[src/rtl/addsub_digit_serial.sv]
// Digit-serial adder/subtractor: DIGIT bits per clock, NDIG = WIDTH/DIGIT cycles per op.
// Define ADDSUB_SATURATE_EN to clamp the result on signed overflow instead of wrapping.
module addsub_digit_serial #(
    parameter int WIDTH = 32,
    parameter int DIGIT = 8
) (
    input  logic             clk,
    input  logic             rst_n,
    input  logic             in_valid,
    output logic             in_ready,
    input  logic [WIDTH-1:0] a,
    input  logic [WIDTH-1:0] b,
    input  logic             sel,
    output logic             out_valid,
    input  logic             out_ready,
    output logic [WIDTH-1:0] s,
    output logic             carry,
    output logic             overflow,
    output logic             zero
);
    localparam int NDIG  = WIDTH / DIGIT;
    localparam int CNT_W = (NDIG > 1) ? $clog2(NDIG) : 1;
    localparam logic [CNT_W-1:0] LAST_DIG = CNT_W'(NDIG - 1);

    typedef enum logic [1:0] {
        IDLE = 2'd0,
        RUN  = 2'd1,
        DONE = 2'd2
    } state_t;

    state_t           state;
    logic [WIDTH-1:0] a_sh;
    logic [WIDTH-1:0] b_sh;
    logic [WIDTH-1:0] res;
    logic             cy;
    logic [CNT_W-1:0] cnt;

    logic [DIGIT:0]   slice_sum;
    logic             cout;
    logic             cin_msb;
    logic             ovf;
    logic             last;
    logic [WIDTH-1:0] res_next;
    logic [WIDTH-1:0] s_fin;

    generate
        if (WIDTH < 2 || DIGIT < 1 || (WIDTH % DIGIT) != 0) begin : g_bad_param
            $error("addsub_digit_serial: WIDTH must be >= 2 and a multiple of DIGIT");
        end
    endgenerate

`ifdef ADDSUB_SATURATE_EN
    function automatic logic [WIDTH-1:0] saturate(input logic [WIDTH-1:0] raw,
                                                  input logic ovf_i,
                                                  input logic neg);
        logic signed [WIDTH-1:0] smax;
        logic signed [WIDTH-1:0] smin;
        smax = {1'b0, {(WIDTH-1){1'b1}}};
        smin = {1'b1, {(WIDTH-1){1'b0}}};
        if (!ovf_i)
            return raw;
        return neg ? smin : smax;
    endfunction
`endif

    // Operands shift right each RUN cycle, so the active slice is always the low DIGIT bits
    // and finished result digits enter at the top of res.
    always_comb begin
        slice_sum = {1'b0, a_sh[DIGIT-1:0]} + {1'b0, b_sh[DIGIT-1:0]} + {{DIGIT{1'b0}}, cy};
        cout      = slice_sum[DIGIT];
        cin_msb   = slice_sum[DIGIT-1] ^ a_sh[DIGIT-1] ^ b_sh[DIGIT-1];
        ovf       = cin_msb ^ cout;
        last      = (cnt == LAST_DIG);
        res_next  = (res >> DIGIT) | (WIDTH'(slice_sum[DIGIT-1:0]) << (WIDTH - DIGIT));
`ifdef ADDSUB_SATURATE_EN
        // On overflow both effective operands share the sign of a, which picks the clamp direction.
        s_fin     = saturate(res_next, ovf, a_sh[DIGIT-1]);
`else
        s_fin     = res_next;
`endif
    end

    always_ff @(posedge clk or negedge rst_n) begin
        if (!rst_n) begin
            state     <= IDLE;
            in_ready  <= 1'b1;
            out_valid <= 1'b0;
            s         <= '0;
            carry     <= 1'b0;
            overflow  <= 1'b0;
            zero      <= 1'b0;
            cnt       <= '0;
            cy        <= 1'b0;
        end else begin
            case (state)
                IDLE: begin
                    if (in_valid) begin
                        cy       <= sel;
                        cnt      <= '0;
                        in_ready <= 1'b0;
                        state    <= RUN;
                    end
                end
                RUN: begin
                    cy  <= cout;
                    cnt <= cnt + CNT_W'(1);
                    if (last) begin
                        s         <= s_fin;
                        carry     <= cout;
                        overflow  <= ovf;
                        zero      <= (s_fin == '0);
                        out_valid <= 1'b1;
                        state     <= DONE;
                    end
                end
                DONE: begin
                    if (out_ready) begin
                        out_valid <= 1'b0;
                        in_ready  <= 1'b1;
                        state     <= IDLE;
                    end
                end
                default: begin
                    out_valid <= 1'b0;
                    in_ready  <= 1'b1;
                    state     <= IDLE;
                end
            endcase
        end
    end

    // Operand/accumulator path carries no reset: every op overwrites all of it before use.
    always_ff @(posedge clk) begin
        if (state == IDLE && in_valid) begin
            a_sh <= a;
            b_sh <= sel ? ~b : b;
        end else if (state == RUN) begin
            a_sh <= a_sh >> DIGIT;
            b_sh <= b_sh >> DIGIT;
            res  <= res_next;
        end
    end
endmodule

[config.mk]
export PLATFORM = sky130hd
export DESIGN_NAME = addsub_digit_serial
export DESIGN_NICKNAME = d
export VERILOG_FILES = /design/src/rtl/addsub_digit_serial.sv
export SDC_FILE = /design/constraint.sdc
export NUM_CORES = 1
export LEC_CHECK = 0
export BUFFER_PORTS_ARGS = -buffer_cell sky130_fd_sc_hd__buf_2
export CAP_MARGIN = 20
export CORE_ASPECT_RATIO = 1.1
export CORE_UTILIZATION = 50
export CTS_CLUSTER_SIZE = 8
export DETAILED_ROUTE_END_ITERATION = 6
export GPL_ROUTABILITY_DRIVEN = 0
export PLACE_DENSITY = 0.75
export SYNTH_ARGS = -nofsm -noshare
export SYNTH_HDL_FRONTEND = slang
export SYNTH_SLANG_ARGS = --single-unit
[constraint.sdc]
create_clock -name clk -period 6.9 [get_ports clk]
set_input_delay 1.035 -clock clk [delete_from_list [all_inputs] [get_ports clk]]
set_output_delay 1.035 -clock clk [all_outputs]
set_load 0.005 [all_outputs]
==> impl_results.md <==
* Sequential share of the synthesized area at 66.3%
* Maximum clock rate at between 300 and 400 MHz
* EDFF count, synth at 88
* RSZ-0062 raised after global routing: false
* Pre-CTS setup slack at 3.52 ns
* Syn nets at around 520
* Crit-path cells: buf_2 > nand2b_1 > or2_2 > buf_4 > nand2_2 > buf_4
* CP Max Fanout at 84
* PnR worst setup slack at a little under 4 ns
* Largest net degree at the start of global routing at 85
* Footprint of the multi-input gates at 1770 µm²
* Final-stage net count at 628
* Cell mode on critical path: buf_4
* Leading cell types in the layout, fill and taps excluded: nand2_1, buf_2, edfxtp_1
* Min cycle time layout at 2.93 ns
* Vias post-DR at 3,580
* Worst setup SP type: input port
* Hpwl dp at between 6000 and 7000 µm
* Post-synth cell types at 35
* Clock Pin Slew Worst Setup and Hold Paths at 0.06 ns
* FF-to-FF setup slack at 4.15 ns
* Vias/cell at 5.05
* Post-CTS Setup Repair Bufs at 0
* Worst EP arrival at 2.98 ns
* Layout Cells excl Fill at between 700 and 800
* Power Dens Cells at 533 nW/µm²
* DR pass1 iterations at 4
* Critical path required time at about 7 ns
* Post-Syn Area at 5580 µm²
* Remaining DRCs at 0
* # resized after CTS at 0
* Most common cell after layout, fill and taps aside: nand2_1
* Element type at the critical path end: flop
* Avg Inst Size Synth at between 10 and 15 µm²
* Final Max Slew Viols at 0
* Ys async rst share at 32.3%
* Clock sinks at 130
* Fin crit share at 42.4%
* Port bufs at 105
* Seq cells post-synth at 130
* Max-Cap Viols at 0
* Peak VDD IR at 0.000265 V
* Post-synthesis cell count at 442
* CTS Buffer Depth at 2
* Worst-Margin Slew at 0.957 ns
* All-Layer GR Usage at 19.1%
* CP peak stage delay at 0.63 ns
* # IOs at 106
* CTS Buf Count at 17
* Register Area at 3690 µm²
* Setup Skew at between 0.009 and 0.01 ns
* Layout cell share with drive strength beyond 1 at between 30% and 40%
* Antenna violations before repair at 0
* Number of global-route vias before repair at ~3,500
* First-pass GRT wire length at 16,400 µm
* Routed len/inst at 14.4 µm
* Final hold vios at 0
* Yosys warns at 0
* DRT antenna net count at 0
* Final Power at 3.65 mW
* Main synth FF type: edfxtp_1
* Slew headroom at 36.1%
* DRT Wirelength at 10,200 µm
* CP Class: input port to flop
* Fill cells at between 800 and 900
* CP max stage cell: nand2_2
* Ant diodes at 0
* Endpoints failing setup at 0
* Dpl cells at a little under 700
* Hold-fix buffers at CTS at 0
* Die width at 103 µm
* CTS tree: done
* Overflow after GRT at 0
* Final TNS setup at 0 ns
* Row cnt at 40
* Drt initial violations at 232
* Core Region at about 11,000 µm²
* Die H at 113 µm
* Effective utilization at floorplan at between 50% and 60%
* DIE AREA at 11,600 µm²
* H-tree levels at 4
* CTS Root Cell: clkbuf_16
* Status: finished, final reports clean
* Hold Path Class: flop to flop
* Clock latency at the later pin of the worst-skew pair at 0.41 ns
* Pleak at 2.96 nW
* Area growth, synth to finish at 22.6%
==> Yosys cell counts, types with 2 or more instances <==
master    count  share of area (%)
nand2_1     112                7.5
edfxtp_1     88                 47
dfrtp_1      41                 18
xnor2_1      38                6.0
o21ai_0      33                3.0
mux2_2       30                6.1
clkbuf_1     16                1.1
nor2_1       14               0.94
and2_1        8               0.90
ha_1          8                1.8
inv_1         8               0.54
nand3_1       5               0.45
nor4_1        5               0.56
a21oi_1       4               0.36
buf_2         3               0.27
nand2b_1      3               0.34
xor2_1        3               0.47
buf_1         2               0.13
fa_1          2               0.72
nor3_1        2               0.18
o211ai_1      2               0.27
or4_1         2               0.27
==> layer usage <==
layer	part of all wire (%)	routed length [µm]	GRT usage, %
met2	52	5340	32.1
met4	1.6	167	7.05
met5	0	0	0
met3	4.8	486	5.19
met1	41	4220	23.3
==> registers in the layout, indices dropped and copies added (netlist names) <==
name       flops
cnt            2
b_sh          32
out_valid      1
state          2
zero           1
carry          1
in_ready       1
res           24
a_sh          32
overflow       1
s             32
cy             1
==> per-stage QoR <==
step | util [%] | instance area (µm²) | hold WS [ns]
2_1_floorplan | - | 5580 | 0.437
3_3_place_gp | 57.1 | 6230 | 0.455
3_5_place_dp | 57.1 | 6230 | 0.462
4_1_cts | 62.5 | 6820 | 0.475
5_1_grt | 62.7 | 6840 | 0.481
6_report | 62.7 | 6840 | 0.472
==> power breakdown <==
group          total (mW)  internal, mW  leakage [nW]  switching [mW]
clock               0.887         0.563         0.300           0.324
sequential           1.60          1.42          1.40           0.185
combinational        1.16         0.475          1.26           0.682
total                3.65          2.46          2.96            1.19
==> area by class of cell <==
type | count | share of cell area (%)
Tap cell | 147 | 2.69
Inverter | 8 | 0.439
Clock buffer | 20 | 6.84
Timing Repair Buffer | 109 | 8.23
Sequential cell | 130 | 54.0
Multi-Input combinational cell | 283 | 25.9
Clock inverter | 12 | 1.83
==> worst paths after layout <==
check                      cells past startpoint      end     start
max in group asynchronous                      1    s[30]     rst_n
setup reg to reg                               5  b_sh[0]  state[0]
setup / recovery                               6  b_sh[0]  in_valid
min in group asynchronous                      1     s[4]     rst_n
hold / removal                                 0  res[14]   res[22]
hold reg to reg                                0  res[14]   res[22]
==> worst max-delay path: cells and delay by family <==
kind | cells | cell delay [ns]
buffers and inverters | 3 | 0.93
and+or+nand+nor | 3 | 1.00
==> cells by family after synthesis <==
group	after synthesis	synth area share, %
AND/OR/NAND/NOR	158	12.3
flip-flops	130	66.3
AO/OA/AOI/OAI	44	4.44
XOR/XNOR	41	6.44
multiplexers	30	6.06
buffers and inverters	29	2.02
adder cells (fa/ha/maj)	10	2.51
Power figures use the tool's default switching activity.
